===== src/rtl/led_hue_engine.sv =====
// led_hue_engine
//   RGB LED effect engine: step-rate divider, hue sweep, breathing envelope,
//   HSV->RGB conversion and PWM for NUM_LEDS RGB LEDs.
//
//   Ports
//     clk         system clock
//     reset       synchronous, active-high
//     mode_next   1-cycle pulse, advances mode OFF->SWEEP->FIXED->BREATHE->OFF
//     dir         sweep direction: 0 hue increments, 1 hue decrements
//     brightness  global value V (0..255)
//     led_r/g/b   per-LED PWM pins, registered, polarity set by ACTIVE_LOW
//     mode        current mode (also the mode FSM state): 0 OFF, 1 SWEEP, 2 FIXED, 3 BREATHE
//     hue         base hue, 0..767
//     tick        1-cycle pulse every DIV = CLK_HZ/STEP_HZ clocks
//
//   LED k uses hue (hue + k*PHASE_STEP) mod 768.
//   Working duties are refreshed round-robin, one LED per clock, through a
//   two-stage pipeline. They are copied into the active duties only at the
//   last count of a PWM period, so every period runs with one consistent set.
module led_hue_engine #(
  parameter int NUM_LEDS   = 1,
  parameter int PHASE_STEP = 256,
  parameter int CLK_HZ     = 27000000,
  parameter int STEP_HZ    = 200,
  parameter int MODE_RESET = 1,
  parameter bit ACTIVE_LOW = 1'b1
) (
  input  logic                clk,
  input  logic                reset,
  input  logic                mode_next,
  input  logic                dir,
  input  logic [7:0]          brightness,
  output logic [NUM_LEDS-1:0] led_r,
  output logic [NUM_LEDS-1:0] led_g,
  output logic [NUM_LEDS-1:0] led_b,
  output logic [1:0]          mode,
  output logic [9:0]          hue,
  output logic                tick
);

  typedef enum logic [1:0] {
    M_OFF     = 2'd0,
    M_SWEEP   = 2'd1,
    M_FIXED   = 2'd2,
    M_BREATHE = 2'd3
  } mode_t;

  localparam int              DIV      = CLK_HZ / STEP_HZ;
  localparam int              DIVW     = (DIV > 1) ? $clog2(DIV) : 1;
  localparam logic [DIVW-1:0] DIV_LAST = DIVW'(DIV - 1);
  localparam int              IDXW     = (NUM_LEDS > 1) ? $clog2(NUM_LEDS) : 1;
  localparam logic [IDXW-1:0] IDX_LAST = IDXW'(NUM_LEDS - 1);
  localparam logic [10:0]     PSTEP    = 11'(PHASE_STEP);
  localparam mode_t           MODE_INIT = mode_t'(MODE_RESET[1:0]);

  // (c * (v + 1)) >> 8: v = 255 passes c unchanged, v = 0 yields 0.
  function automatic logic [7:0] scale8(input logic [7:0] c, input logic [7:0] v);
    logic [15:0] p;
    p = 16'(c) * (16'(v) + 16'd1);
    return 8'(p >> 8);
  endfunction

  // ---------------------------------------------------------------- mode FSM
  mode_t mode_q, mode_d;

  always_comb begin
    mode_d = mode_q;
    if (mode_next) begin
      case (mode_q)
        M_OFF:     mode_d = M_SWEEP;
        M_SWEEP:   mode_d = M_FIXED;
        M_FIXED:   mode_d = M_BREATHE;
        M_BREATHE: mode_d = M_OFF;
      endcase
    end
  end

  always_ff @(posedge clk) begin
    if (reset) mode_q <= MODE_INIT;
    else       mode_q <= mode_d;
  end

  assign mode = mode_q;

  // ---------------------------------------------------------------- divider
  logic [DIVW-1:0] div_cnt;

  assign tick = (div_cnt == DIV_LAST);

  always_ff @(posedge clk) begin
    if (reset)     div_cnt <= '0;
    else if (tick) div_cnt <= '0;
    else           div_cnt <= div_cnt + DIVW'(1);
  end

  // ---------------------------------------------------------- hue and breath
  // The tick is evaluated against the mode before any same-cycle mode_next.
  logic [9:0] hue_q;
  logic [7:0] breath;
  logic       breath_rise;

  always_ff @(posedge clk) begin
    if (reset) begin
      hue_q       <= '0;
      breath      <= '0;
      breath_rise <= 1'b1;
    end else begin
      if (tick && mode_q == M_SWEEP) begin
        if (!dir) hue_q <= (hue_q == 10'd767) ? 10'd0 : hue_q + 10'd1;
        else      hue_q <= (hue_q == 10'd0) ? 10'd767 : hue_q - 10'd1;
      end
      if (mode_next && mode_q == M_FIXED) begin
        breath      <= '0;
        breath_rise <= 1'b1;
      end else if (tick && mode_q == M_BREATHE) begin
        if (breath_rise) begin
          // The peak is held for one tick: this tick only flips direction.
          if (breath == 8'd255) breath_rise <= 1'b0;
          else                  breath      <= breath + 8'd1;
        end else begin
          breath <= breath - 8'd1;
          if (breath == 8'd1) breath_rise <= 1'b1;
        end
      end
    end
  end

  assign hue = hue_q;

  // ---------------------------------------------------------- effective V
  logic [7:0] v_eff;

  always_comb begin
    v_eff = '0;
    case (mode_q)
      M_OFF:     v_eff = '0;
      M_SWEEP,
      M_FIXED:   v_eff = brightness;
      M_BREATHE: v_eff = scale8(breath, brightness);
    endcase
  end

  // ------------------------------------------------- channel index + phase
  // phase_off tracks idx*PHASE_STEP mod 768 incrementally, so no multiply
  // or modulo by a non-power-of-two is needed.
  logic [IDXW-1:0] idx;
  logic [9:0]      phase_off;
  logic [10:0]     phase_sum;
  logic [9:0]      phase_nxt;

  assign phase_sum = {1'b0, phase_off} + PSTEP;
  assign phase_nxt = 10'((phase_sum >= 11'd768) ? phase_sum - 11'd768 : phase_sum);

  always_ff @(posedge clk) begin
    if (reset || idx == IDX_LAST) begin
      idx       <= '0;
      phase_off <= '0;
    end else begin
      idx       <= idx + IDXW'(1);
      phase_off <= phase_nxt;
    end
  end

  // ---------------------------------------------- stage 1: hue -> raw RGB
  logic [10:0] hue_sum;
  logic [9:0]  led_hue;
  logic [7:0]  up, dn;
  logic [7:0]  raw_r, raw_g, raw_b;

  assign hue_sum = {1'b0, hue_q} + {1'b0, phase_off};
  assign led_hue = 10'((hue_sum >= 11'd768) ? hue_sum - 11'd768 : hue_sum);
  assign up      = {led_hue[6:0], 1'b0};
  assign dn      = 8'd255 - up;

  // Sector is led_hue/128, i.e. the top three bits; values 6 and 7 never occur.
  always_comb begin
    raw_r = '0;
    raw_g = '0;
    raw_b = '0;
    case (led_hue[9:7])
      3'd0: begin raw_r = 8'd255; raw_g = up;     raw_b = 8'd0;   end
      3'd1: begin raw_r = dn;     raw_g = 8'd255; raw_b = 8'd0;   end
      3'd2: begin raw_r = 8'd0;   raw_g = 8'd255; raw_b = up;     end
      3'd3: begin raw_r = 8'd0;   raw_g = dn;     raw_b = 8'd255; end
      3'd4: begin raw_r = up;     raw_g = 8'd0;   raw_b = 8'd255; end
      3'd5: begin raw_r = 8'd255; raw_g = 8'd0;   raw_b = dn;     end
      default: ;
    endcase
  end

  logic [IDXW-1:0] s1_idx;
  logic [7:0]      s1_r, s1_g, s1_b, s1_v;

  always_ff @(posedge clk) begin
    if (reset) begin
      s1_idx <= '0;
      s1_r   <= '0;
      s1_g   <= '0;
      s1_b   <= '0;
      s1_v   <= '0;
    end else begin
      s1_idx <= idx;
      s1_r   <= raw_r;
      s1_g   <= raw_g;
      s1_b   <= raw_b;
      s1_v   <= v_eff;
    end
  end

  // ---------------------------------------------- stage 2: scale by V
  logic [7:0] sc_r, sc_g, sc_b;

  assign sc_r = scale8(s1_r, s1_v);
  assign sc_g = scale8(s1_g, s1_v);
  assign sc_b = scale8(s1_b, s1_v);

  // ---------------------------------------------------------------- PWM
  logic [7:0] pwm_cnt;
  logic       pwm_last;

  assign pwm_last = (pwm_cnt == 8'd254);

  always_ff @(posedge clk) begin
    if (reset)         pwm_cnt <= '0;
    else if (pwm_last) pwm_cnt <= '0;
    else               pwm_cnt <= pwm_cnt + 8'd1;
  end

  for (genvar k = 0; k < NUM_LEDS; k++) begin : g_led
    logic [7:0] dw_r, dw_g, dw_b;   // working duties
    logic [7:0] da_r, da_g, da_b;   // active duties for the running period
    logic       pin_r, pin_g, pin_b;

    always_ff @(posedge clk) begin
      if (reset) begin
        dw_r  <= '0;
        dw_g  <= '0;
        dw_b  <= '0;
        da_r  <= '0;
        da_g  <= '0;
        da_b  <= '0;
        pin_r <= ACTIVE_LOW;
        pin_g <= ACTIVE_LOW;
        pin_b <= ACTIVE_LOW;
      end else begin
        if (s1_idx == IDXW'(k)) begin
          dw_r <= sc_r;
          dw_g <= sc_g;
          dw_b <= sc_b;
        end
        if (pwm_last) begin
          da_r <= dw_r;
          da_g <= dw_g;
          da_b <= dw_b;
        end
        pin_r <= (pwm_cnt < da_r) ^ ACTIVE_LOW;
        pin_g <= (pwm_cnt < da_g) ^ ACTIVE_LOW;
        pin_b <= (pwm_cnt < da_b) ^ ACTIVE_LOW;
      end
    end

    assign led_r[k] = pin_r;
    assign led_g[k] = pin_g;
    assign led_b[k] = pin_b;
  end

endmodule

===== config.mk =====
export PLATFORM = sky130hd
export DESIGN_NAME = led_hue_engine
export DESIGN_NICKNAME = d
export VERILOG_FILES = /design/src/rtl/led_hue_engine.sv
export SDC_FILE = /design/constraint.sdc
export NUM_CORES = 1
export LEC_CHECK = 0
export ABC_CLOCK_PERIOD_IN_PS = 11950
export CORE_UTILIZATION = 40
export CTS_CLUSTER_DIAMETER = 200
export CTS_CLUSTER_SIZE = 30
export DETAILED_ROUTE_END_ITERATION = 8
export REMOVE_ABC_BUFFERS = 1
export SETUP_SLACK_MARGIN = 0.3
export SKIP_CTS_REPAIR_TIMING = 1
export SLEW_MARGIN = 20
export SYNTH_ARGS = -nofsm -noshare
export SYNTH_HDL_FRONTEND = slang
export SYNTH_SLANG_ARGS = --single-unit

===== constraint.sdc =====
create_clock -name clk -period 11.95 [get_ports clk]
set_clock_uncertainty 0.1 [all_clocks]
set_input_delay 2.39 -clock clk [delete_from_list [all_inputs] [get_ports clk]]
set_output_delay 2.39 -clock clk [all_outputs]
set_load 0.02 [all_outputs]

# Yosys cells after proc, flatten, opt, wreduce, memory -nomap -nowiden
# Cells that the tools add are included.
# word_totals
ff_bits	142
wordCells	93
output_inout_bits	16
# op_classes
reduce_logical	15
muxes	15
magnitude_cmp	5
multipliers	4
n_eq_ne	14
n_bitwise	4
add_sub_neg	14
# ops
op	n
8-bit one-hot mux with 3 select lines	4
10-bit 2-to-1 mux	5
8-bit by 16-bit multiplier with 16-bit output	2
8-bit by 9-bit multiplier with 16-bit output	2
8-bit < comparator	3
11-bit by 10-bit greater-or-equal comparator with 1-bit output (second input constant)	2
10-bit subtractor (second input constant)	2
18-bit by 1-bit adder with 18-bit output (second input constant)	1
8-bit by 1-bit adder with 9-bit output (second input constant)	2
18-bit == test (second input constant)	1
8-bit by 1-bit adder with 8-bit output (second input constant)	2
8-bit == test (second input constant)	2
8-bit 2-to-1 mux	2
2-bit OR reduction	7
10-bit by 10-bit adder with 11-bit output	1
10-bit by 9-bit adder with 11-bit output (second input constant)	1
10-bit by 1-bit adder with 10-bit output (second input constant)	1
10-bit == test (second input constant)	1
10-bit logical NOT	1
10-bit by 1-bit subtractor with 10-bit output (second input constant)	1
8-bit by 1-bit == test with 1-bit output (second input constant)	1
2-bit one-hot mux with 4 select lines	1
8-bit by 1-bit subtractor with 8-bit output (second input constant)	1
8-bit subtractor (first input constant)	1
other kinds (14)	24

# Depth between registers and ports, before layout
# Gate-level depths: netlist (run 1).
# logic_depth
ltp_word	6
mapped_depth	21
ltp_nobuf	20

# Worst setup path before layout (run 1)
# No wires, ideal clock.
# synth_path
path_kind	in2reg
from	input brightness[0]
to	register s1_v[7]
slack_ns	4.944
required_time_ns	11.733
path_stages	18
t_arrival_ns	6.789
setup_ns	0.117
path_cell_list	clkbuf_1 > nand2_1 > nor2_1 > and3_1 > xor2_1 > nand2_1 > fa_1 > fa_1 > fa_1 > fa_1 > inv_1 > ha_1 > and4_1 > a211o_1 > nand3_1 > o21ai_0 > xnor2_1 > a22o_1
# synth_via
elab_chain_len	3
# synth_lines
element	line_no	text
start: declaration	32	input logic [7:0] brightness,
8-bit by 1-bit adder with 9-bit output	59	p = 16'(c) * (16'(v) + 16'd1);
8-bit by 9-bit multiplier with 16-bit output	59	
8-bit one-hot mux with 3 select lines	135	case (mode_q)
end signal: assignment	206	s1_v <= v_eff;
end: declaration	192	logic [7:0] s1_r, s1_g, s1_b, s1_v;
# No other way between the ends.
# A chain may end at the register's enable or synchronous reset.

# Worst setup path in the final report (run 1)
# Ends and elaborated chain as after synthesis.

==> flow_metrics.env, run 1 <==
export IMPL_path_buf_inv=2
export IMPL_crit_path_end="s1_v[7]$_SDFF_PP0_"
export IMPL_vias=11092
export IMPL_seqPwrFrac=0.387
export IMPL_required_ns=12.16
export IMPL_regMostFlops="div_cnt"
export IMPL_cts_max_path_buffers=2
export IMPL_fp_row_count=69
export IMPL_pwr_share_comb=0.181
export IMPL_antenna_left=0
export IMPL_clk_latency_ns=0.43
export IMPL_syn_instance_count=1709
export IMPL_reg2reg_to="g_led[0].dw_g[4]$_SDFFE_PP0N_"
export IMPL_die_w_um=193
export IMPL_drtIter0Drc=584
export IMPL_critPathLaunch="brightness[0]"
export IMPL_reg2reg_depth=21
export IMPL_wl_met1_um=14700
export IMPL_htreeDepth=4
export IMPL_rsz0062_at_grt="no"
export IMPL_drv_slew=0
export IMPL_largest_reg_flops=18
export IMPL_relSlewSlack=0.295
export IMPL_grt_max_degree=57
export IMPL_synth_edf_count=0
export IMPL_fin_nets=2033
export IMPL_power_leakage_uw=0.00729
export IMPL_gp_congestion=0.859
export IMPL_synth_warnings=0
export IMPL_synthXorXnorAreaFrac=0.0498
export IMPL_worstHoldPathType="reg -> reg"
export IMPL_n_antenna_cell=0
export IMPL_hold_viol_final=0
export IMPL_synth_area_mm2=0.0146
export IMPL_synthFlopType="dfxtp_1"
export IMPL_synth_compound_area_frac=0.104
export IMPL_powerDensity_mw_per_mm2=78.1
export IMPL_yosys_cell_types_count=65
export IMPL_clk_pin_slew_ns=0.07
export IMPL_synth_top_area_cell="fa_1"
export IMPL_first_pass_iters=5
export IMPL_internal_power_uw=852
export IMPL_critPathMaxFanout=11
export IMPL_hpwl_um=24000
export IMPL_synth_seq_area_share=0.184
export IMPL_finalWorstPathRequiredPeriod_ns=7.66
export IMPL_grtUsageTotal=0.184
export IMPL_finalSetupViolations=0
export IMPL_arrival_ns=7.87
export IMPL_synth_top_family_by_area="adder cells"
export IMPL_synthArstFlopShare=0
export IMPL_synth_most_common_cell="inv_1"
export IMPL_power_uw=1240
export IMPL_synthTopCellsByArea="fa_1 22%, dfxtp_1 18%, ha_1 14%, and2_1 6.5%, inv_1 6.5%"
export IMPL_synthAdderAreaFrac=0.361
export IMPL_cts_root_buf="clkbuf_16"
export IMPL_synthSimpleGateAreaFrac=0.211
export IMPL_yosys_mux_area_fraction=0.00557
export IMPL_switching_share=0.312
export IMPL_core_mm2=0.0357
export IMPL_path_class="in -> reg"
export IMPL_clkPwrFrac=0.432
export IMPL_status="complete, no violations"
export IMPL_clock_fmax_ghz=0.131
export IMPL_start_util=0.408
export IMPL_yosys_area_top_type_share=0.221
export IMPL_r2r_slack_ns=5.80
export IMPL_maxCapViolCount=0
export IMPL_ir_drop_mv=0.0924
export IMPL_drt_wirelength_per_cell_um=14.5
export IMPL_dr_wl_met3_um=722
export IMPL_drc=0
export IMPL_path_cells="clkdlybuf4s50_1, ha_1, nand3_1, xnor2_1, nand2_1, fa_1, fa_1, fa_1, fa_1, inv_1, ha_1, a21oi_1, a21boi_0, a211o_1, nand3_1, o21ai_0, xnor2_1, a22o_1"
export IMPL_synth_commonest_cells="252 x inv_1, 171 x nand2_1, 164 x ha_1, 161 x fa_1, 152 x and2_1"
export IMPL_clock_sinks=134
export IMPL_crit_top_cell="fa_1"
export IMPL_port_buffers=27
export IMPL_switchingPower_uw=387
export IMPL_die_h_um=193
export IMPL_path_depth=18
export IMPL_antenna_found_initial=0
export IMPL_met2_length_um=15700
export IMPL_worstReg2RegStart="s1_v[0]$_SDFF_PP0_"
export IMPL_cpPeakStageDelay_ns=0.74
export IMPL_cts_tree="done"
export IMPL_end_kind="flip-flop"
export IMPL_grt_ovfl_total=0
export IMPL_start_kind="input port"
export IMPL_critical_path_top_delay_family="adder cells"
export IMPL_highest_layer="met4"
export IMPL_grt_pass1_wl_um=55600
export IMPL_ys_ff_latch=134
export IMPL_vias_per_cell=5.11
export IMPL_worst_pin_slew_ns=1.05
export IMPL_syn2layout_area_growth_pct=8.69
export IMPL_min_period_over_period=0.641
export IMPL_finalWirelength_um=31500
export IMPL_grt_pass1_vias=11508
export IMPL_drive_gt1_frac=0.0392
export IMPL_die_area_mm2=0.0373
export IMPL_cts_buffers=17
export IMPL_setup_tns_ns=0
export IMPL_syn_avg_cell_area_um2=8.54
export IMPL_io_pins=28
export IMPL_slowest_stage="clkdlybuf4s50_1"
==> how the worst min path moves through the flow <==
stage | slack, ns | cells after the start | startpoint | end
6_report | 0.34 | 2 | g_led[0].dw_r[2]$_SDFFE_PP0N_ | g_led[0].da_r[2]$_SDFFE_PP0P_
3_5_place_dp | 0.35 | 2 | g_led[0].dw_r[1]$_SDFFE_PP0N_ | g_led[0].dw_r[1]$_SDFFE_PP0N_
3_3_place_gp | 0.34 | 2 | g_led[0].dw_b[7]$_SDFFE_PP0N_ | g_led[0].dw_b[7]$_SDFFE_PP0N_
4_1_cts | 0.35 | 2 | g_led[0].dw_r[2]$_SDFFE_PP0N_ | g_led[0].da_r[2]$_SDFFE_PP0P_
5_1_grt | 0.36 | 2 | g_led[0].dw_r[2]$_SDFFE_PP0N_ | g_led[0].da_r[2]$_SDFFE_PP0P_
2_1_floorplan | 0.32 | 2 | g_led[0].dw_b[7]$_SDFFE_PP0N_ | g_led[0].dw_b[7]$_SDFFE_PP0N_
==> worst min-delay path: stages (launching register included) <==
cell and delay (ns):
dfxtp_1 0.31, nand2_1 0.05, a21oi_1 0.05
==> power groups by stage <==
stage	Sequential (uW)	Clock, uW	Combinational, uW
after global routing	483	572	262
after floorplan	487	0	152
final	480	535	224
after global placement	490	0	222
after CTS	480	553	229
after detailed placement	490	0	226
==> logic make-up after synthesis <==
group,after synthesis
buffers and inverters,325
and+or+nand+nor,591
muxes,8
AOI/OAI and AO/OA,242
other,1
adders and majority gates,325
DFF,134
xor gates and xnor gates,83
==> stage by stage <==
step | std cells | worst slack (ns) | util | instance area [um^2] | hold WS (ns)
5_1_grt | 2170 | 3.96 | 0.444 | 15900 | 0.362
2_1_floorplan | 1637 | 5.13 | - | 14300 | 0.325
6_report | 2170 | 4.29 | 0.444 | 15900 | 0.343
4_1_cts | 2170 | 4.34 | 0.444 | 15900 | 0.349
3_3_place_gp | 2138 | 3.96 | 0.427 | 15300 | 0.341
3_5_place_dp | 2138 | 3.89 | 0.427 | 15300 | 0.348
==> per-layer routing <==
layer  global-route usage  vias up
met5                    0        -
met2                0.328      131
li1                     -     5468
met3               0.0228       19
met4               0.0442        0
met1                0.235     5474
==> layout by cell type (no fill, tap or decap), types with 11 or more instances in the layout <==
cell type / netlist / layout
ha_1: 164 / 164
clkbuf_16: 0 / 17
clkdlybuf4s50_1: 0 / 26
nor2_1: 81 / 81
nand2b_1: 14 / 14
a21oi_1: 99 / 99
xnor2_1: 51 / 51
o21ai_0: 47 / 47
nand2_1: 171 / 171
and3_1: 15 / 15
xor2_1: 32 / 31
and2_1: 152 / 152
a21o_1: 17 / 17
nor2b_1: 57 / 57
inv_1: 252 / 252
dfxtp_1: 134 / 134
fa_1: 161 / 161
a22o_1: 11 / 11
buf_4: 0 / 13
nand3_1: 30 / 30
==> area by class of cell <==
| type | count | area (um^2) |
|---|---|---|
| Clock buffer | 18 | 439 |
| Clock inverter | 14 | 158 |
| Fill cell | 3592 | 19900 |
| Inverter | 253 | 950 |
| Multi-Input combinational cell | 1250 | 10700 |
| Sequential cell | 134 | 2680 |
| Tap cell | 461 | 577 |
| Timing Repair Buffer | 40 | 363 |
Power figures use the tool's default switching activity.
==> inputs of run 2 (changes only) <==
--- a/config.mk
+++ b/config.mk
@@ -5,7 +5,7 @@
 export SDC_FILE = /design/constraint.sdc
 export NUM_CORES = 1
 export LEC_CHECK = 0
-export ABC_CLOCK_PERIOD_IN_PS = 11950
+export ABC_CLOCK_PERIOD_IN_PS = 6200
 export CORE_UTILIZATION = 40
 export CTS_CLUSTER_DIAMETER = 200
 export CTS_CLUSTER_SIZE = 30
==> constraint.sdc (replaced) <==
create_clock -name clk -period 6.2 [get_ports clk]
set_clock_uncertainty 0.1 [all_clocks]
set_input_delay 1.24 -clock clk [delete_from_list [all_inputs] [get_ports clk]]
set_output_delay 1.24 -clock clk [all_outputs]
set_load 0.02 [all_outputs]
==> run 2 against run 1 <==
Net effect:
- first-iteration DRC count down 12%
- final cell count rose by 1.5%
- clock power rose by 89%
- combinational power up 100%
- critical path type unchanged
- via count up 1.3%
==> flow_metrics.env, run 2 (synthesis results as in run 1) <==
export IMPL_status="complete, no violations"
export IMPL_powerDensity_mw_per_mm2=147
export IMPL_cts_root_buf="clkbuf_16"
export IMPL_drc=0
export IMPL_grt_pass1_wl_um=55500
export IMPL_critPathMaxFanout=4
export IMPL_clk_latency_ns=0.43
export IMPL_cpPeakStageDelay_ns=0.54
export IMPL_antenna_left=0
export IMPL_multi_input_area_mm2=0.0108
export IMPL_start_kind="input port"
export IMPL_cts_max_path_buffers=2
export IMPL_required_ns=6.42
export IMPL_drtIter0Drc=514
export IMPL_n_fill_cell=3498
export IMPL_syn2layout_area_growth_pct=11.3
export IMPL_clock_sinks=134
export IMPL_finalWorstPathRequiredPeriod_ns=5.74
export IMPL_hold_viol_final=0
export IMPL_antenna_found_initial=0
export IMPL_cts_buffers=17
export IMPL_maxCapViolCount=0
export IMPL_path_class="in -> reg"
export IMPL_clk_pin_slew_ns=0.07
export IMPL_min_period_over_period=0.926
export IMPL_grt_ovfl_total=0
export IMPL_clock_fmax_ghz=0.174
export IMPL_die_area_mm2=0.0373
export IMPL_drv_slew=0
export IMPL_n_antenna_cell=0
export IMPL_rsz0062_at_grt="yes"
export IMPL_end_kind="flip-flop"
export IMPL_arrival_ns=5.96
export IMPL_finalWirelength_um=31800
export IMPL_ir_drop_mv=0.206
export IMPL_first_pass_iters=5
export IMPL_final_cell_mix="252 x inv_1, 171 x nand2_1, 161 x fa_1"
export IMPL_critical_path_top_delay_family="adder cells"
export IMPL_drive_gt1_frac=0.0695
export IMPL_setup_tns_ns=0
export IMPL_fp_row_count=69
export IMPL_path_buf_inv=3
export IMPL_vias=11237
export IMPL_worst_pin_slew_ns=1.13
export IMPL_largest_reg_flops=18
export IMPL_path_cells="clkdlybuf4s50_1, ha_2, nand2_1, nor2_2, xor2_2, buf_4, nand2_1, fa_1, fa_1, fa_1, fa_1, inv_1, ha_1, a21o_1, a21oi_2, nor2b_2, a22oi_2, a21oi_2, xnor2_1, a22o_1"
export IMPL_grt_pass1_vias=11624
export IMPL_gp_congestion=0.850
export IMPL_seq_area_mm2=0.00268
export IMPL_vias_per_cell=5.10
export IMPL_die_h_um=193
export IMPL_drt_wirelength_per_cell_um=14.4
export IMPL_finalSetupViolations=0
export IMPL_worstHoldPathType="reg -> reg"
export IMPL_grtUsageTotal=0.184
export IMPL_hpwl_um=24400
export IMPL_io_pins=28
export IMPL_crit_top_cell="fa_1"
export IMPL_relSlewSlack=0.245
export IMPL_fin_nets=2066
export IMPL_power_leakage_uw=0.00746
export IMPL_port_buffers=27
export IMPL_slowest_stage="fa_1"
export IMPL_core_mm2=0.0357
export IMPL_final_common_cell="inv_1"
export IMPL_grt_max_degree=32
export IMPL_cts_tree="done"
export IMPL_start_util=0.408
export IMPL_die_w_um=193
export IMPL_htreeDepth=4
export IMPL_utilization=0.455
export IMPL_regMostFlops="div_cnt"
==> run 2: cell types whose count changed in the layout (fill, tap and decap cells not counted), sizes merged <==
cell,before,now
clkbuf,18,17
dlymetal6s2s,0,1
buf,14,47
inv,260,258
clkdlybuf4s50,26,25
clkinvlp,1,4
==> run 2: layout make-up <==
type,count,area share
repair buffers,73,0.0385
clock buffers,17,0.0262
flip-flops and latches,134,0.165
inverters,253,0.0584
multi-input cells,1250,0.666
clock inverters,15,0.0102
well taps,461,0.0355
==> run 2: worst paths after layout <==
check | endpoint | from | slack [ns] | cells past startpoint
hold / removal | g_led[0].da_g[6]$_SDFFE_PP0P_ | g_led[0].dw_g[6]$_SDFFE_PP0N_ | 0.35 | 2
hold reg to reg | g_led[0].da_g[6]$_SDFFE_PP0P_ | g_led[0].dw_g[6]$_SDFFE_PP0N_ | 0.35 | 2
setup / recovery | s1_v[6]$_SDFF_PP0_ | brightness[1] | 0.46 | 20
setup reg to reg | g_led[0].dw_g[4]$_SDFFE_PP0N_ | s1_v[0]$_SDFF_PP0_ | 0.68 | 20
==> run 2: stage by stage <==
| stage | hold slack [ns] | instances | area [um^2] | setup WS (ns) | power (uW) |
|---|---|---|---|---|---|
| final | 0.348 | 2203 | 16300 | 0.456 | 2390 |
| after detailed placement | 0.344 | 2170 | 15500 | -0.265 | 1390 |
| after global placement | 0.340 | 2170 | 15500 | -0.175 | 1390 |
| after floorplan | 0.325 | 1637 | 14300 | 0.198 | 1230 |
| after CTS | 0.354 | 2202 | 16100 | 0.178 | 2430 |
| after global routing | 0.375 | 2203 | 16300 | 0.208 | 2530 |
==> run 2: worst reg2reg max path: cells and delay by family (launching register included) <==
kind | cells | cell delay (ns)
flops | 1 | 0.38
compound gates | 5 | 1.10
buf+inv | 3 | 0.36
fa+ha+maj | 6 | 2.52
xor+xnor | 1 | 0.18
simple gates | 5 | 0.79
==> run 2: where the power goes <==
group          total [uW]  switching, uW  leakage (uW)  internal, uW
clock                1010            446      0.000275           568
sequential            926           36.0       0.00109           890
combinational         449            265       0.00609           184
==> run 2: metal layers <==
metal,track usage,routed length (um),vias up
li1,-,-,5523
met1,0.229,14400,5546
met2,0.333,16100,145
met3,0.0233,831,23
met4,0.0502,441,0
met5,0,0,-
